**src/rtl/lstm_sample_sequencer.sv**
```systemverilog
// One-sample-in-flight sequencer: writes each sample to the LSTM block over AXI4-Lite, then returns y_out.
// Optional performance counters are enabled by defining LSTM_SEQ_PERF_EN.
module lstm_sample_sequencer #(
    parameter logic [31:0] SAMPLE_ADDR = 32'h0000_0000,
    parameter int          TIMEOUT     = 4096,
    parameter int          CNT_WIDTH   = $clog2(TIMEOUT + 1)
) (
    input  logic        clk,
    input  logic        rst,
    input  logic [15:0] s_data,
    input  logic        s_valid,
    output logic        s_ready,
    output logic [31:0] awaddr,
    output logic [2:0]  awprot,
    output logic        awvalid,
    input  logic        awready,
    output logic [31:0] wdata,
    output logic [3:0]  wstrb,
    output logic        wvalid,
    input  logic        wready,
    input  logic [1:0]  bresp,
    input  logic        bvalid,
    output logic        bready,
    input  logic [15:0] y_out,
    input  logic        y_out_valid,
    output logic [15:0] m_data,
    output logic        m_valid,
    input  logic        m_ready,
    output logic        busy,
    output logic        err_resp,
    output logic        err_timeout,
    input  logic        err_clr
`ifdef LSTM_SEQ_PERF_EN
    ,
    output logic [31:0] perf_samples,
    output logic [31:0] perf_latency
`endif
);

    typedef enum logic [2:0] {IDLE, WRITE, RESP, WAIT_Y, OUT} state_t;

    state_t               state_reg, state_next;
    logic                 s_ready_reg, s_ready_next;
    logic                 awvalid_reg, awvalid_next;
    logic                 wvalid_reg, wvalid_next;
    logic                 bready_reg, bready_next;
    logic                 m_valid_reg, m_valid_next;
    logic [15:0]          sample_reg;
    logic [15:0]          m_data_reg;
    logic [15:0]          y_hold_reg;
    logic                 y_cap_reg;
    logic [CNT_WIDTH-1:0] cnt_reg;
    logic                 err_resp_reg, err_timeout_reg;

    logic accept, aw_fin, w_fin, b_hs, y_avail, tmo, m_hs;

    assign accept  = (state_reg == IDLE) && s_valid && s_ready_reg;
    // A channel is finished once its valid has dropped or it is handshaking now.
    assign aw_fin  = !awvalid_reg || awready;
    assign w_fin   = !wvalid_reg || wready;
    assign b_hs    = bvalid && bready_reg;
    assign y_avail = y_cap_reg || y_out_valid;
    assign tmo     = (cnt_reg == CNT_WIDTH'(TIMEOUT - 1));
    assign m_hs    = m_valid_reg && m_ready;

    always_ff @(posedge clk) begin
        if (rst) begin
            state_reg   <= IDLE;
            s_ready_reg <= 1'b0;
            awvalid_reg <= 1'b0;
            wvalid_reg  <= 1'b0;
            bready_reg  <= 1'b0;
            m_valid_reg <= 1'b0;
        end else begin
            state_reg   <= state_next;
            s_ready_reg <= s_ready_next;
            awvalid_reg <= awvalid_next;
            wvalid_reg  <= wvalid_next;
            bready_reg  <= bready_next;
            m_valid_reg <= m_valid_next;
        end
    end

    always_comb begin
        state_next = state_reg;
        case (state_reg)
            IDLE:    if (accept) state_next = WRITE;
            WRITE:   if (aw_fin && w_fin) state_next = RESP;
            RESP:    if (b_hs) state_next = (bresp == 2'b00) ? WAIT_Y : IDLE;
            WAIT_Y: begin
                if (y_avail)  state_next = OUT;
                else if (tmo) state_next = IDLE;
            end
            OUT:     if (m_hs) state_next = IDLE;
            default: state_next = IDLE;
        endcase
    end

    always_comb begin
        s_ready_next = (state_next == IDLE);
        bready_next  = (state_next == RESP);
        m_valid_next = (state_next == OUT);
        awvalid_next = 1'b0;
        wvalid_next  = 1'b0;
        if (state_reg == IDLE) begin
            awvalid_next = accept;
            wvalid_next  = accept;
        end else if (state_reg == WRITE) begin
            awvalid_next = awvalid_reg && !awready;
            wvalid_next  = wvalid_reg && !wready;
        end
    end

    always_ff @(posedge clk) begin
        if (rst) begin
            sample_reg      <= '0;
            m_data_reg      <= '0;
            y_hold_reg      <= '0;
            y_cap_reg       <= 1'b0;
            cnt_reg         <= '0;
            err_resp_reg    <= 1'b0;
            err_timeout_reg <= 1'b0;
        end else begin
            if (accept)
                sample_reg <= s_data;
            if (state_reg == WAIT_Y && y_avail)
                m_data_reg <= y_cap_reg ? y_hold_reg : y_out;
            // Early results can arrive before the B handshake; the first one wins.
            if (state_next == IDLE) begin
                y_cap_reg <= 1'b0;
            end else if ((state_reg == WRITE || state_reg == RESP) && y_out_valid && !y_cap_reg) begin
                y_cap_reg  <= 1'b1;
                y_hold_reg <= y_out;
            end
            if (state_next == IDLE)
                cnt_reg <= '0;
            else if (state_reg == WAIT_Y)
                cnt_reg <= cnt_reg + CNT_WIDTH'(1);
            if (err_clr)
                err_resp_reg <= 1'b0;
            else if (state_reg == RESP && b_hs && bresp != 2'b00)
                err_resp_reg <= 1'b1;
            if (err_clr)
                err_timeout_reg <= 1'b0;
            else if (state_reg == WAIT_Y && !y_avail && tmo)
                err_timeout_reg <= 1'b1;
        end
    end

`ifdef LSTM_SEQ_PERF_EN
    logic [31:0] perf_samples_reg, perf_latency_reg, lat_run_reg;

    always_ff @(posedge clk) begin
        if (rst) begin
            perf_samples_reg <= '0;
            perf_latency_reg <= '0;
            lat_run_reg      <= '0;
        end else begin
            if (accept)
                lat_run_reg <= 32'd1;
            else if (lat_run_reg != 32'hFFFF_FFFF)
                lat_run_reg <= lat_run_reg + 32'd1;
            if (state_reg == OUT && m_hs) begin
                perf_samples_reg <= perf_samples_reg + 32'd1;
                perf_latency_reg <= lat_run_reg;
            end
        end
    end

    assign perf_samples = perf_samples_reg;
    assign perf_latency = perf_latency_reg;
`endif

    assign s_ready     = s_ready_reg;
    assign awaddr      = SAMPLE_ADDR;
    assign awprot      = 3'b000;
    assign awvalid     = awvalid_reg;
    assign wdata       = {{16{sample_reg[15]}}, sample_reg};
    assign wstrb       = 4'hF;
    assign wvalid      = wvalid_reg;
    assign bready      = bready_reg;
    assign m_data      = m_data_reg;
    assign m_valid     = m_valid_reg;
    assign busy        = (state_reg != IDLE);
    assign err_resp    = err_resp_reg;
    assign err_timeout = err_timeout_reg;

endmodule

```
**config.mk**
```make
export PLATFORM = sky130hd
export DESIGN_NAME = lstm_sample_sequencer
export DESIGN_NICKNAME = d
export VERILOG_FILES = /design/src/rtl/lstm_sample_sequencer.sv
export SDC_FILE = /design/constraint.sdc
export NUM_CORES = 1
export LEC_CHECK = 0
export CORE_MARGIN = 4
export CORE_UTILIZATION = 43
export DETAILED_ROUTE_END_ITERATION = 12
export GPL_TIMING_DRIVEN = 0
export PLACE_DENSITY_LB_ADDON = 0.08
export SYNTH_ARGS = -nofsm -noshare
export SYNTH_HDL_FRONTEND = slang
export SYNTH_SLANG_ARGS = --single-unit
```
**constraint.sdc**
```tcl
create_clock -name clk -period 2.89 [get_ports clk]
set_input_delay 0.289 -clock clk [delete_from_list [all_inputs] [get_ports clk]]
set_output_delay 0.289 -clock clk [all_outputs]
set_load 0.1 [all_outputs]
```
; ---- Word level (Yosys, flattened, before mapping)
; Cells that the tools add are included.
[word_totals]
elab_cells = 67
ff_bits = 72
output_inout_bits = 95
[classes]
addsub = 1
mux = 13
eq_ne = 7
reduce_logical = 32
n_bitwise = 1
[ops]
columns = operator, n
row1 = 3-bit two-way mux, 6
row2 = 16-bit two-way mux, 1
row3 = 3-bit one-hot mux with 5 select lines, 1
row4 = 1-bit logical AND, 14
row5 = 13-bit by 1-bit adder with 13-bit output (second input constant), 1
row6 = 13-bit by 12-bit equality test with 1-bit output (second input constant), 1
row7 = 3-bit by 2-bit equality test with 1-bit output (second input constant), 3
row8 = 3-bit equality test (second input constant), 2
row9 = 1-bit logical NOT, 6
row10 = 3-bit logical NOT, 2
row11 = 1-bit logical OR, 4
row12 = 1-bit two-way mux, 4
row13 = 2-bit OR reduction, 2
row14 = 3-bit by 1-bit equality test with 1-bit output (second input constant), 1
row15 = 3-bit nonzero test, 1
row16 = 2-bit logical NOT, 1
row17 = 2-bit two-way mux, 1
row18 = 2-bit AND reduction, 1
row19 = 2-bit nonzero test, 1
row20 = 1-bit inverter, 1

; ---- Depth between registers and ports, before layout
[logic_depth]
depth_word = 8
depth_mapped = 8
depth_no_buf = 7

; ---- Worst setup path after synthesis
; OpenSTA, ideal clock, no wires.
[synth_path]
path_type = flip-flop to flip-flop
start = register s_ready_reg (netlist: s_ready)
end = register y_hold_reg[10]
t_arrival_ns = 2.425
setup_time_ns = 0.072
stages_incl_launch_ff = 8
setup_slack_ns = 0.393
path_cell_list = dfxtp_1 and3_1 buf_4 a21oi_1 o211a_4 a311oi_4 buf_6 mux2i_1
[synth_via]
elab_chain_len = 6
[synth_rtl]
columns = element, line
row1 = from (decl), 43  ; logic s_ready_reg, s_ready_next;
row2 = from (signal assigned), 76  ; s_ready_reg <= s_ready_next;
row3 = 1-bit logical AND, 57  ; assign accept = (state_reg == IDLE) && s_valid && s_ready_reg;
row4 = 3-bit two-way mux, 87  ; IDLE: if (accept) state_next = WRITE;
row5 = 3-bit one-hot mux with 5 select lines, 86  ; case (state_reg)
row6 = 3-bit logical NOT, 129  ; if (state_next == IDLE) begin
row7 = 1-bit inverter (no source line), n/a
row8 = 2-bit AND reduction (no source line), n/a
row9 = to (signal assigned), 133  ; y_hold_reg <= y_out;
row10 = to (decl), 50  ; logic [15:0] y_hold_reg;
; Every way passes these cells.
; A chain may end at the register's enable or synchronous reset.

; ---- Worst setup path in the final report
[layout_path]
start = register sample_reg[15]
end = output wdata[28]
[layout_lines]
columns = element, line
row1 = from (decl), 48  ; logic [15:0] sample_reg;
row2 = from (signal assigned), 125  ; sample_reg <= s_data;
row3 = to (decl), 17  ; output logic [31:0] wdata,
; No word-level cell between the ends.

==> parameters.txt <==
Parameter                              Value

Drt
  Via count    2,859
  Number of iterations in the first detailed-routing pass    6
  Post-DRT Antenna Nets    0
  Violation count after the first detailed-route iteration    76
  Post-detailed-routing wire length    8.00 mm
  Remaining routing DRC violations    0
  Via density per instance    ~4.5
  Average wire per cell in the routed design    12.6 um

Timing
  Max_slew headroom    32.2%
  Final Hold Vio Count    0
  Final sum of negative setup slack    0 ns
  Largest clock skew in the final design    between 0.003 and 0.004 ns
  Share of the cycle needed by the critical path after routing    91.2%
  Setup repair after global routing missed its margin    no
  Final period demand of the worst path    2.64 ns
  Slew of the pin with the lowest slew margin    approximately 1.0 ns
  Max-slew violation count    0
  # setup viols final    0
  Maximum achievable frequency    0.379 GHz

Global routing
  First-pass GRT wire length    13.2 mm
  Pin count of the biggest net entering global routing    19
  Number of antenna violations at the first check in global routing    0
  GRT Total Usage    17.0%
  Global route overflow    0
  Via count of the first global-routing pass    2,688

Final layout
  Number of diodes    0
  Fraction of final layout cells sized beyond drive strength 1    approximately 15%
  Total area of sequential cells    1440 sq um
  Total area of multi-input combinational cells    1590 sq um
  Area overhead of the layout relative to synthesis    43.8%
  Number of nets in the final layout    574
  Number of filler cells placed in the layout    674
  Final core area utilization    63.4%

Hold path
  Hold Path Class    flip-flop to flip-flop
  Cell depth of the worst min-delay path    2

Yosys
  Count of yosys warnings during synthesis    0
  Post-Synthesis Cell Area    3410 sq um
  Most used flip-flop cell after synthesis    sky130_fd_sc_hd__dfxtp_1
  Dominant cell by count in the synthesized netlist    sky130_fd_sc_hd__dfxtp_1
  Number of flops mapped to enable cells by yosys    0
  Fraction of post-synthesis cell area in the top cell type by area    ~42%
  Sequential-to-total area share from yosys stat    around 42%
  Post-synth top area cell    sky130_fd_sc_hd__dfxtp_1
  Total of flip-flops plus latches after synthesis    72
  Synthesized area divided by synthesized cell count    8.85 sq um
  Post-synth ARST share    0%
  Synth top area cells    sky130_fd_sc_hd__dfxtp_1, sky130_fd_sc_hd__buf_4, sky130_fd_sc_hd__mux2i_1, sky130_fd_sc_hd__nand2b_1, sky130_fd_sc_hd__nand2_1
  Count of distinct cell types in the synthesized netlist    33
  Commonest cells in the synthesized netlist    sky130_fd_sc_hd__dfxtp_1, sky130_fd_sc_hd__buf_4, sky130_fd_sc_hd__nand2_1
  Number of cells produced by synthesis    around 390

Job
  Number of violations of the max-capacitance limit    0

Critical path
  Path depth of the worst reg2reg path    8
  Setup Crit Path Kind    flip-flop to output port
  Slowest stage delay, CP    1.13 ns
  Critical Path AT    between 2 and 2.5 ns
  Cells along the critical path    buf_4, clkdlybuf4s50_1
  Critical path depth in cells    2
  Maximum fanout along the worst path    18
  Required time at the worst-slack endpoint    2.60 ns
  Type of element launching the critical path    flip-flop
  Top cell family by delay on the critical path    buffers and inverters
  Worst-path cell with the longest stage delay    sky130_fd_sc_hd__clkdlybuf4s50_1
  Critical path endpoint category    output port
  Critical path buffers and inverters    2

CTS
  Worst skew pair latency    0.34 ns
  Post-cts sizing count    0
  CTS Root Cell    sky130_fd_sc_hd__clkbuf_8
  Clock transition time at the flip-flop clock pins of the worst setup and hold paths    0.07 ns
  Buffers inserted by post-CTS timing repair    0
  Hold-fix buffer count after cts    0
  Clock tree from TritonCTS    yes
  Clock sinks    around 70
  H-tree depth    3
  CTS Buf Count    9
  CTS max path bufs    2

Outcome
  Status    finished clean

Floorplan
  Die Area    between 9000 and 10,000 sq um
  Die W    97.0 um
  Top-Level Pins    approximately 140
  Core Box Area    7730 sq um
  Count of standard-cell rows    32
  Effective utilization at floorplan    44.1%
  Height of the chip    97.0 um

Pwr
  VDD IR max    between 200 and 250 uV
  Post-layout power    2.86 mW
  Power density over the cells    between 500 and 600 nW/um^2
  Leakage power    1.85 nW

Placement
  Dpl hpwl    between 6 and 7 mm
  Input/output buffers    97
  Gp weighted congestion    0.729
## where the power goes
part | switching (mW) | leakage (nW) | internal [mW] | total, mW
registers | 0.0200 | 0.582 | 1.02 | 1.04
clock network | 0.375 | 0.126 | 0.619 | 0.994
logic | 0.613 | 1.14 | 0.214 | 0.827
## final timing paths
kind / startpoint / endpoint / slack, ns
setup / recovery: sample_reg[15]$_SDFFE_PP0P_ / wdata[28] / 0.25
hold / removal: sample_reg[0]$_SDFFE_PP0P_ / sample_reg[0]$_SDFFE_PP0P_ / 0.46
setup reg to reg: state_reg[2]$_SDFF_PP0_ / y_hold_reg[6]$_SDFFE_PP0P_ / 0.55
hold reg to reg: sample_reg[0]$_SDFFE_PP0P_ / sample_reg[0]$_SDFFE_PP0P_ / 0.46
## cell usage in the layout (no fill, tap or decap), types with 5 or more instances in the layout
cell	count
sky130_fd_sc_hd__a211oi_1	17
sky130_fd_sc_hd__a21oi_1	25
sky130_fd_sc_hd__buf_4	56
sky130_fd_sc_hd__clkbuf_1	14
sky130_fd_sc_hd__clkbuf_8	11
sky130_fd_sc_hd__clkdlybuf4s50_1	97
sky130_fd_sc_hd__conb_1	39
sky130_fd_sc_hd__dfxtp_1	72
sky130_fd_sc_hd__inv_1	5
sky130_fd_sc_hd__mux2i_1	32
sky130_fd_sc_hd__nand2_1	44
sky130_fd_sc_hd__nand2b_1	33
sky130_fd_sc_hd__nor2_1	40
sky130_fd_sc_hd__nor3_1	6
sky130_fd_sc_hd__xnor2_1	5
sky130_fd_sc_hd__xor2_1	7
## worst min-delay path, cell delays in order (launching register included)
cell	delay (ns)
sky130_fd_sc_hd__dfxtp_1	0.31
sky130_fd_sc_hd__nand2_1	0.05
sky130_fd_sc_hd__a21oi_1	0.05
## metrics by stage
stage	setup slack, ns	hold WS, ns	instance area (sq um)	cells
4_1_cts	0.222	0.456	4900	637
2_1_floorplan	0.393	0.366	3550	422
3_5_place_dp	0.315	0.447	4640	621
3_3_place_gp	0.334	0.442	4640	621
6_report	0.254	0.456	4900	637
5_1_grt	0.126	0.479	4900	637
## layout make-up
type	instances	area share (%)
buffer	73	10.1
clock buffer	11	3.09
clock inverter	5	2.09
inverter	5	0.383
multi-input combinational	272	32.5
sequential	72	29.4
tap	102	2.61
timing repair buffer	97	19.8
## metal layers
layer  wire length [um]  up-vias  global-route usage, %
met2               3890       88                   28.8
met3                453       15                   3.97
li1                   -     1470                      -
met5                  0        -                      0
met1               3500     1286                   20.7
met4                164        0                   7.24
## kinds of logic after synthesis
family / count (synthesis) / synth area share, %
flops: 72 / 42.3
buf+inv: 78 / 15.1
other cells: 2 / 0.220
mux: 32 / 9.40
compound gates: 50 / 10.1
fa+ha+maj: 1 / 0.367
simple gates: 138 / 19.4
xor+xnor: 12 / 3.08
Power figures use the tool's default switching activity.
